===== src/rtl/definitions.sv =====
// rtl/definitions.sv - shared core types: register names and hazard controller states
package definitions;

    typedef logic [4:0] regName_t;

    typedef enum logic [1:0] {
        RUN      = 2'd0,
        MEM_WAIT = 2'd1,
        ERROR    = 2'd2
    } hazard_state_t;

endpackage


===== src/rtl/sat_counter.sv =====
// rtl/sat_counter.sv - 32-bit saturating event counter with synchronous active-low clear
module sat_counter (
    input  logic        clk,
    input  logic        resetn,
    input  logic        en,
    output logic [31:0] count
);

    always_ff @(posedge clk) begin
        if (!resetn) begin
            count <= '0;
        end else if (en && (count != '1)) begin
            count <= count + 32'd1;
        end
    end

endmodule


===== src/rtl/hazard_control.sv =====
// rtl/hazard_control.sv - stall/flush controller for the 5-stage pipeline; optional HAZARD_PERF_EN counters
module hazard_control
    import definitions::*;
#(
    parameter int MEM_TIMEOUT = 16
) (
    input  logic      clk,
    input  logic      rstN,
    input  regName_t  id_rs1,
    input  regName_t  id_rs2,
    input  logic      id_use_rs1,
    input  logic      id_use_rs2,
    input  regName_t  ex_rd,
    input  logic      ex_memRead,
    input  logic      ex_branch_taken,
    input  logic      mem_req,
    input  logic      mem_ready,
    output logic      pc_en,
    output logic      ifid_en,
    output logic      idex_en,
    output logic      exmem_en,
    output logic      ifid_flush,
    output logic      idex_flush,
    output logic      memwb_bubble,
    output logic      hz_error
`ifdef HAZARD_PERF_EN
    ,
    output logic [31:0] stall_cnt,
    output logic [31:0] flush_cnt
`endif
);

    localparam int CW = $clog2(MEM_TIMEOUT + 1);

    hazard_state_t state, state_next;
    logic [CW-1:0] wait_cnt, wait_next;
    logic          mem_stall;
    logic          lu_hazard;
    logic          branch_flush;

    assign mem_stall = mem_req & ~mem_ready;
    assign lu_hazard = ex_memRead & (ex_rd != '0) &
                       ((id_use_rs1 & (ex_rd == id_rs1)) | (id_use_rs2 & (ex_rd == id_rs2)));

    always_ff @(posedge clk) begin
        if (!rstN) begin
            state    <= RUN;
            wait_cnt <= '0;
        end else begin
            state    <= state_next;
            wait_cnt <= wait_next;
        end
    end

    // wait_cnt holds the number of stalled cycles already completed in this access
    always_comb begin
        state_next = state;
        wait_next  = wait_cnt;
        case (state)
            RUN: begin
                if (mem_stall) begin
                    state_next = MEM_WAIT;
                    wait_next  = CW'(1);
                end
            end
            MEM_WAIT: begin
                if (mem_stall) begin
                    if (wait_cnt == CW'(MEM_TIMEOUT - 1)) begin
                        state_next = ERROR;
                    end else begin
                        wait_next = wait_cnt + CW'(1);
                    end
                end else begin
                    state_next = RUN;
                    wait_next  = '0;
                end
            end
            ERROR: begin
                state_next = ERROR;
            end
            default: begin
                state_next = RUN;
                wait_next  = '0;
            end
        endcase
    end

    always_comb begin
        pc_en        = 1'b1;
        ifid_en      = 1'b1;
        idex_en      = 1'b1;
        exmem_en     = 1'b1;
        ifid_flush   = 1'b0;
        idex_flush   = 1'b0;
        memwb_bubble = 1'b0;
        hz_error     = 1'b0;
        branch_flush = 1'b0;
        if (!rstN) begin
            pc_en        = 1'b0;
            ifid_en      = 1'b0;
            idex_en      = 1'b0;
            exmem_en     = 1'b0;
            ifid_flush   = 1'b1;
            idex_flush   = 1'b1;
            memwb_bubble = 1'b1;
        end else if (state == ERROR) begin
            pc_en    = 1'b0;
            ifid_en  = 1'b0;
            idex_en  = 1'b0;
            exmem_en = 1'b0;
            hz_error = 1'b1;
        end else if (mem_stall) begin
            // frozen stages re-present any branch or load-use once memory completes
            pc_en        = 1'b0;
            ifid_en      = 1'b0;
            idex_en      = 1'b0;
            exmem_en     = 1'b0;
            memwb_bubble = 1'b1;
        end else if (ex_branch_taken) begin
            ifid_flush   = 1'b1;
            idex_flush   = 1'b1;
            branch_flush = 1'b1;
        end else if (lu_hazard) begin
            pc_en      = 1'b0;
            ifid_en    = 1'b0;
            idex_flush = 1'b1;
        end
    end

`ifdef HAZARD_PERF_EN
    sat_counter u_stall_cnt (
        .clk    (clk),
        .resetn (rstN),
        .en     (~pc_en & (state != ERROR)),
        .count  (stall_cnt)
    );

    sat_counter u_flush_cnt (
        .clk    (clk),
        .resetn (rstN),
        .en     (branch_flush),
        .count  (flush_cnt)
    );
`endif

endmodule


===== config.mk =====
export PLATFORM = sky130hd
export DESIGN_NAME = hazard_control
export DESIGN_NICKNAME = d
export VERILOG_FILES = /design/src/rtl/definitions.sv /design/src/rtl/sat_counter.sv /design/src/rtl/hazard_control.sv
export SDC_FILE = /design/constraint.sdc
export NUM_CORES = 1
export LEC_CHECK = 0
export ABC_CLOCK_PERIOD_IN_PS = 1500
export BUFFER_PORTS_ARGS = -buffer_cell sky130_fd_sc_hd__buf_2
export CAP_MARGIN = 20
export CORE_UTILIZATION = 40
export CTS_BUF_LIST = sky130_fd_sc_hd__clkbuf_2 sky130_fd_sc_hd__clkbuf_4 sky130_fd_sc_hd__clkbuf_8
export CTS_CLUSTER_DIAMETER = 40
export DETAILED_ROUTE_END_ITERATION = 12
export MAX_ROUTING_LAYER = met4
export PLACE_DENSITY = 0.85
export SLEW_MARGIN = 40
export SYNTH_ARGS = -nofsm -noshare
export SYNTH_HDL_FRONTEND = slang
export SYNTH_HIERARCHICAL = 1
export SYNTH_SLANG_ARGS = --single-unit

===== constraint.sdc =====
create_clock -name clk -period 1.5 [get_ports clk]
set_input_delay 0.15 -clock clk [delete_from_list [all_inputs] [get_ports clk]]
set_output_delay 0.15 -clock clk [all_outputs]
set_load 0.1 [all_outputs]

==> flow_metrics.py, run 1 <==
metrics = {
    "clock_network": {
        "cts_sinks": 7,
        "path_clk_slew_ps": 50,
        "cts_root_buf": "clkbuf_4",
        "cts_tree": "yes",
        "hold_buffers": 0,
        "insertion_delay_ps": 250,
        "cts_buffers": 3,
        "cts_buffer_depth": 2,
        "htreeDepth": 1,
    },
    "route": {
        "avgRoutedWirePerCell_um": 14.1,
        "drc": 0,
        "finalWirelength_um": 1780,
        "firstDrtPassIters": 4,
        "drt_iter0_drc": 8,
        "ant_nets": 0,
        "routed_via_density": 5.37,
        "vias": 676,
    },
    "timing": {
        "layout_setup_ws_ps": -100,
        "maxSlewHeadroom": 0.681,
        "worst_pin_slew_ps": 481,
        "worst_clock_skew_ps": 1.26,
        "fmax_ghz": 0.625,
        "finalCriticalPeriod_ps": 1600,
        "fin_crit_sh": 1.07,
        "holdWs_ps": 228,
        "setup_tns_ps": -341,
        "drv_slew": 0,
        "final-hold-violation-count": 0,
        "rsz0062_at_grt": "yes",
        "setup_violations": 6,
    },
    "critical_path": {
        "crit_required_ps": 1350,
        "regToRegSetupSlack_ps": -50,
        "cp_max_fo": 2,
        "crit_path_end_kind": "output pin",
        "critPathLaunchType": "primary input",
        "cp.arrival_ps": 1450,
        "criticalPathCategory": "primary input to output pin",
    },
    "run": {
        "max_cap_viol_count": 0,
    },
    "die": {
        "die_area_um2": 1570,
        "die_x_um": 39.6,
        "start_util": 0.430,
        "rows": 13,
        "ios": 31,
        "core_area_um2": 1320,
        "fp.dieH_um": 39.6,
    },
    "cells_and_area": {
        "n_fill_cell": 84,
        "num_antenna_cells": 0,
        "area_growth_pct": 88.7,
        "layout.nets": 137,
        "layout_common_cells": "buf_2 (17), buf_4 (10), buf_6 (7), buf_12 (7), xor2_1 (5)",
        "utilization": 0.812,
        "layout-drive-gt1-share": 0.586,
        "layout_commonest_cell": "buf_2",
    },
    "grt": {
        "grt-ovfl-total": 0,
        "grt_pass1_vias": 639,
        "grt_pass1_wl_um": 2460,
        "grtUsageTotal": 0.256,
        "grt_max_degree": 13,
        "antenna_found_initial": 0,
    },
    "power": {
        "swShare": 0.359,
        "p_int_mw": 0.428,
        "pwr_density_cell_nw_per_um2": 624,
        "finalPower_mw": 0.668,
        "clkPwrFrac": 0.286,
        "irDropWorstVdd_mv": 0.363,
        "switchingPower_mw": 0.240,
        "leakage_nw": 0.457,
        "share_comb_of_total_power": 0.427,
        "seqPwrFrac": 0.287,
    },
    "status": {
        "outcome": "finished with violations",
        "violations": "setup timing",
    },
    "synthesis": {
        "synth_nets": 94,
        "synth_area_um2": 567,
        "synthCells": 69,
        "yosysSeqAreaShare": 0.247,
        "ys_seq_elements": 7,
        "syn_avg_cell_area_um2": 8.21,
        "yosysWarnings": 6,
        "yosysUniqueCellTypes": 32,
    },
    "placed_design": {
        "place.port_buffers": 30,
        "routabilityCongestion": 0.716,
        "dp_hpwl_um": 1180,
    },
    "worst_hold_path": {
        "hold_path.class": "primary input to register",
    },
}
-- worst max-delay path: stages --
cell     delay (ps)
buf_6           100
xor2_2          160
nor4_2          280
a32oi_1         190
o31a_4          400
buf_12          170
-- layout make-up --
class / count / area (um2) / area share
multi-input cells: 57 / 488 / 0.456
inverters: 2 / 7.51 / 0.00702
repair buffers: 41 / 379 / 0.354
well taps: 15 / 18.8 / 0.0175
clock buffers: 4 / 30.0 / 0.0281
flip-flops and latches: 7 / 146 / 0.137
-- logic make-up after synthesis --
family	synth area share
adders and majority gates	0.0441
xor gates and xnor gates	0.155
and+or+nand+nor	0.287
buffers and inverters	0.0463
AOI/OAI and AO/OA	0.221
DFF	0.247
-- synthesized netlist by cell type --
cell type	count	area (um2)
nand4bb_1	1	11.3
o31a_1	1	8.76
nor3b_1	1	7.51
clkbuf_1	1	3.75
nand2_1	4	15.0
a21boi_0	3	22.5
or3_1	2	12.5
nor2b_1	4	25.0
nor2_1	3	11.3
nor4_2	1	12.5
inv_1	2	7.51
xnor2_1	2	17.5
a22oi_1	1	7.51
a21oi_1	1	5.00
or4_1	1	7.51
o21ai_0	7	35.0
o21a_1	1	7.51
a21boi_1	1	7.51
and3_1	2	12.5
nand3b_1	1	7.51
and2_1	2	12.5
ha_1	2	25.0
nor4_1	1	6.26
nand2b_1	1	6.26
o31ai_1	1	7.51
xor2_1	8	70.1
nand4b_1	1	8.76
dfxtp_1	7	140
buf_4	2	15.0
and2_0	1	6.26
a32oi_1	1	8.76
o211ai_1	2	15.0
-- sequential cells by signal, summed over array words and instances, names as in the netlist --
register	cells
state	2
wait_cnt	5
-- through the flow --
step	instances	setup slack, ps	cell area (um2)
after floorplan	69	-814	591
after global placement	117	-51.0	891
after CTS	125	-94.8	1010
final	126	-100	1070
after global routing	126	-177	1070
after detailed placement	117	-92.3	891
-- metal layers --
layer / track usage / part of all wire
met1: 0.230 / 0.33
met2: 0.480 / 0.60
met3: 0.0568 / 0.042
met4: 0.155 / 0.026
met5: - / 0
-- final timing paths --
check | start | to | cells after the start
setup / recovery | id_rs2[4] | ifid_en | 6
hold / removal | rstN | state[1] | 2
setup reg to reg | wait_cnt[1] | wait_cnt[3] | 6
hold reg to reg | wait_cnt[4] | wait_cnt[4] | 2
-- power by group through the flow --
stage               Sequential (mW)  Clock [mW]  Combinational (mW)
floorplan                     0.196           0               0.153
global placement              0.196           0               0.248
detailed placement            0.197           0               0.253
CTS                           0.192       0.193               0.264
global route                  0.192       0.201               0.298
finish                        0.192       0.191               0.285
-- timing repair --
item / CTS / global route
resized for setup: 13 / 19
pin swaps: 10 / 6
buffers inserted: 4 / 1
setup endpoints to repair: 6 / 9
Power figures use the tool's default switching activity.
==> run 2: changes to the inputs <==
Settings changed: GPL_TIMING_DRIVEN set to 0.
==> flow_metrics.py, run 2 (same netlist as run 1, synthesis figures left out) <==
metrics = {
    "route": {
        "ant_nets": 0,
        "routed_via_density": 5.33,
        "avgRoutedWirePerCell_um": 12.6,
        "drc": 0,
        "vias": 666,
        "finalWirelength_um": 1580,
        "firstDrtPassIters": 4,
        "drt_iter0_drc": 17,
    },
    "grt": {
        "grt_pass1_vias": 616,
        "grt_pass1_wl_um": 2280,
        "grtUsageTotal": 0.229,
        "antenna_found_initial": 0,
        "grt_max_degree": 11,
        "grt-ovfl-total": 0,
    },
    "cells_and_area": {
        "regMostFlops": "wait_cnt",
        "layout_common_cells": "buf_2 (18), buf_4 (14), xor2_1 (7)",
        "largest_reg_flops": 5,
        "layout-drive-gt1-share": 0.555,
        "layout_commonest_cell": "buf_2",
        "layout.nets": 136,
        "area_growth_pct": 71.1,
        "num_antenna_cells": 0,
        "top_regs": "wait_cnt: 5 flops, state: 2 flops",
        "final_area_um2": 970,
    },
    "power": {
        "leakage_nw": 0.411,
        "finalPower_mw": 0.636,
        "pwr_density_cell_nw_per_um2": 656,
        "irDropWorstVdd_mv": 0.309,
    },
    "critical_path": {
        "cp_cell_sequence": "buf_4, or4_1, o21ai_0, o31a_2, buf_4",
        "slowest_delay_ps": 530,
        "cp.arrival_ps": 1470,
        "critical-path-top-delay-family": "simple AND/OR/NAND/NOR gates",
        "cpMostUsedCell": "buf_4",
        "critPathLaunchType": "primary input",
        "criticalPathCategory": "primary input to output pin",
        "critPathBufInv": 2,
        "worstSetupStartpoint": "ex_rd[1]",
        "slowest_stage": "or4_1",
        "cp_max_fo": 3,
        "crit_required_ps": 1350,
        "crit_path_end_kind": "output pin",
        "r2r-start": "wait_cnt[1]",
    },
    "timing": {
        "layout_setup_ws_ps": -124,
        "finalCriticalPeriod_ps": 1620,
        "rsz0062_at_grt": "yes",
        "worst_clock_skew_ps": 5.19,
        "final-hold-violation-count": 0,
        "fin_crit_sh": 1.08,
        "drv_slew": 0,
        "worst_pin_slew_ps": 401,
        "setup_violations": 4,
        "fmax_ghz": 0.616,
        "maxSlewHeadroom": 0.733,
    },
    "clock_network": {
        "cts_tree": "yes",
        "cts_buffers": 3,
        "insertion_delay_ps": 260,
        "cts_sinks": 7,
        "cts_buffer_depth": 2,
        "path_clk_slew_ps": 60,
        "hold_buffers": 0,
        "htreeDepth": 1,
        "cts_root_buf": "clkbuf_4",
    },
    "die": {
        "rows": 13,
        "ios": 31,
        "die_x_um": 39.6,
        "core_area_um2": 1320,
        "die_area_um2": 1570,
        "fp.dieH_um": 39.6,
        "start_util": 0.430,
    },
    "status": {
        "violations": "setup timing",
        "outcome": "finished with violations",
    },
    "placed_design": {
        "routabilityCongestion": 0.744,
        "place.port_buffers": 30,
        "place_area_um2": 759,
    },
    "worst_hold_path": {
        "hold_path.class": "primary input to register",
        "min_from": "rstN",
    },
    "run": {
        "max_cap_viol_count": 0,
    },
}
## run 2: changes by cell type in the layout (fill, tap and decap cells not counted), sizes merged
cell / change
buf: -3
clkbuf: +2
## run 2: final cells by class
type | instances | area [um2]
buffer | 3 | 22.5
clock buffer | 4 | 30.0
fill | 95 | 348
inverter | 2 | 7.51
multi-input combinational | 57 | 474
sequential | 7 | 153
tap | 15 | 18.8
timing repair buffer | 37 | 264
## run 2: metrics by stage
step | utilization | hold slack [ps] | instances | setup WS (ps) | setup TNS (ps)
floorplan | - | 304 | 69 | -814 | -1480
global placement | 0.576 | 428 | 114 | -272 | -750
detailed placement | 0.576 | 442 | 114 | -288 | -948
CTS | 0.698 | 167 | 122 | -132 | -380
global route | 0.736 | 175 | 125 | -180 | -600
finish | 0.736 | 162 | 125 | -124 | -348
## run 2: path summary, 6_finish.rpt
kind / to / slack, ps / cells after the start
worst max register to register: wait_cnt[3] / -40 / 6
worst min-delay path: wait_cnt[1] / 160 / 2
worst max-delay path: ifid_en / -120 / 5
worst min register to register: wait_cnt[3] / 500 / 2
## run 2: what timing repair did
action | CTS | global route
endpoints found under the setup margin | 12 | 11
pin swaps | 14 | 6
resized for setup | 28 | 10
setup buffers | 4 | 3
## run 2: report_power, final
group	total, mW	internal, mW	leakage, nW	switching (mW)
registers	0.190	0.186	0.0594	0.00433
clock network	0.197	0.120	0.0184	0.0771
logic	0.249	0.0934	0.333	0.156
## run 2: metal layers
metal	wire length, um	up-vias	global-route usage
met4	34	0	0.129
met1	600	300	0.213
met3	77	5	0.0341
met2	869	32	0.434
li1	-	329	-
met5	0	-	-
==> run 3: changes to the inputs <==
Settings changed: CORE_UTILIZATION 40 to 38, CTS_BUF_LIST sky130_fd_sc_hd__clkbuf_2 sky130_fd_sc_hd__clkbuf_4 sky130_fd_sc_hd__clkbuf_8 to not set, PLACE_DENSITY 0.85 to 0.82.
==> flow_metrics.py, run 3 (same netlist as run 1, synthesis figures left out) <==
metrics = {
    "status": {
        "outcome": "finished with violations",
        "violations": "setup timing",
    },
    "timing": {
        "rsz0062_at_grt": "yes",
        "setup_violations": 5,
        "worst_pin_slew_ps": 401,
        "fmax_ghz": 0.596,
        "holdWs_ps": 182,
        "worst_clock_skew_ps": 3.05,
        "layout_setup_ws_ps": -177,
        "finalCriticalPeriod_ps": 1680,
        "setup_tns_ps": -555,
        "final-hold-violation-count": 0,
        "maxSlewHeadroom": 0.733,
        "drv_slew": 0,
        "fin_crit_sh": 1.12,
    },
    "die": {
        "die_x_um": 40.6,
        "core_area_um2": 1350,
        "die_area_um2": 1650,
        "fp.dieH_um": 40.6,
        "ios": 31,
        "start_util": 0.420,
        "rows": 13,
    },
    "route": {
        "finalWirelength_um": 1820,
        "ant_nets": 0,
        "vias": 679,
        "drc": 0,
        "avgRoutedWirePerCell_um": 14.6,
        "firstDrtPassIters": 4,
        "drt_iter0_drc": 6,
        "routed_via_density": 5.43,
    },
    "clock_network": {
        "cts_buffers": 3,
        "path_clk_slew_ps": 50,
        "hold_buffers": 0,
        "cts_buffer_depth": 2,
        "cts_sinks": 7,
        "cts_tree": "yes",
        "htreeDepth": 1,
        "cts_root_buf": "clkbuf_4",
        "insertion_delay_ps": 250,
    },
    "power": {
        "swShare": 0.379,
        "pwr_density_cell_nw_per_um2": 627,
        "seqPwrFrac": 0.308,
        "finalPower_mw": 0.627,
        "p_int_mw": 0.390,
        "switchingPower_mw": 0.237,
        "irDropWorstVdd_mv": 0.440,
        "leakage_nw": 0.419,
        "share_comb_of_total_power": 0.415,
        "clkPwrFrac": 0.277,
    },
    "critical_path": {
        "cp_num_cells": 7,
        "criticalPathCategory": "primary input to output pin",
        "critPathBufInv": 3,
        "slowest_stage": "o31a_2",
        "reg2regPathDepth": 6,
        "cp_max_fo": 2,
        "critPathLaunchType": "primary input",
        "cpMostUsedCell": "buf_6",
        "cp_cell_sequence": "buf_6, xor2_2, nor4_2, a32oi_1, o31a_2, buf_6, buf_12",
        "critical-path-top-delay-family": "compound AO/OA/AOI/OAI gates",
        "slowest_delay_ps": 360,
        "crit_path_end_kind": "output pin",
        "cp.arrival_ps": 1530,
        "crit_required_ps": 1350,
    },
    "run": {
        "max_cap_viol_count": 0,
    },
    "cells_and_area": {
        "largest_reg_flops": 5,
        "layout-drive-gt1-share": 0.545,
        "instances_no_fill": 125,
        "num_antenna_cells": 0,
        "layout_commonest_cell": "buf_2",
        "top_regs": "wait_cnt: 5 flops, state: 2 flops",
        "area_growth_pct": 76.4,
        "layout_common_cells": "buf_2 (14), buf_4 (12), buf_6 (11)",
        "layout.nets": 136,
        "regMostFlops": "wait_cnt",
        "final_area_um2": 1000,
    },
    "worst_hold_path": {
        "hold_path.class": "primary input to register",
        "whs_path_depth": 2,
    },
    "placed_design": {
        "dp_hpwl_um": 1100,
        "routabilityCongestion": 0.752,
        "place.port_buffers": 30,
        "place_area_um2": 759,
        "placedCellCount": 114,
    },
    "grt": {
        "antenna_found_initial": 0,
        "grt_max_degree": 11,
        "grt_pass1_wl_um": 2310,
        "grtUsageTotal": 0.225,
        "grt-ovfl-total": 0,
        "grt_pass1_vias": 588,
    },
}
## run 3: power by group through the flow
| stage | combinational, mW | clock, mW | sequential [mW] |
|---|---|---|---|
| floorplan | 0.153 | 0 | 0.196 |
| global placement | 0.205 | 0 | 0.197 |
| detailed placement | 0.210 | 0 | 0.197 |
| CTS | 0.244 | 0.174 | 0.194 |
| global route | 0.274 | 0.188 | 0.194 |
| finish | 0.260 | 0.174 | 0.193 |
## run 3: path summary, 6_finish.rpt
check	start	slack, ps	endpoint
hold / removal	rstN	180	wait_cnt[1]
setup reg to reg	wait_cnt[0]	-70	wait_cnt[3]
hold reg to reg	wait_cnt[4]	480	wait_cnt[4]
setup / recovery	id_rs2[4]	-180	pc_en
## run 3: cell type report
| class | instances | area (um2) |
|---|---|---|
| multi-input combinational | 57 | 474 |
| fill | 101 | 350 |
| timing repair buffer | 37 | 300 |
| sequential | 7 | 150 |
| clock buffer | 4 | 26.3 |
| buffer | 3 | 22.5 |
| tap | 15 | 18.8 |
| inverter | 2 | 7.51 |
## run 3: metrics by stage
| step | setup WS (ps) | util |
|---|---|---|
| 2_1_floorplan | -814 | - |
| 5_1_grt | -204 | 0.741 |
| 3_3_place_gp | -283 | 0.563 |
| 3_5_place_dp | -306 | 0.563 |
| 4_1_cts | -98.7 | 0.690 |
| 6_report | -177 | 0.741 |
## run 3: repair_timing
action,in CTS,in global routing
setup endpoints to repair,12,11
resized for setup,32,14
buffers inserted,3,4
pin swaps,14,8
## run 3: metal layers
metal,vias to the layer above,part of all wire,GRT usage
li1,331,-,-
met1,300,0.36,0.209
met2,36,0.55,0.397
met3,12,0.050,0.0652
met4,0,0.038,0.150
met5,-,0,-
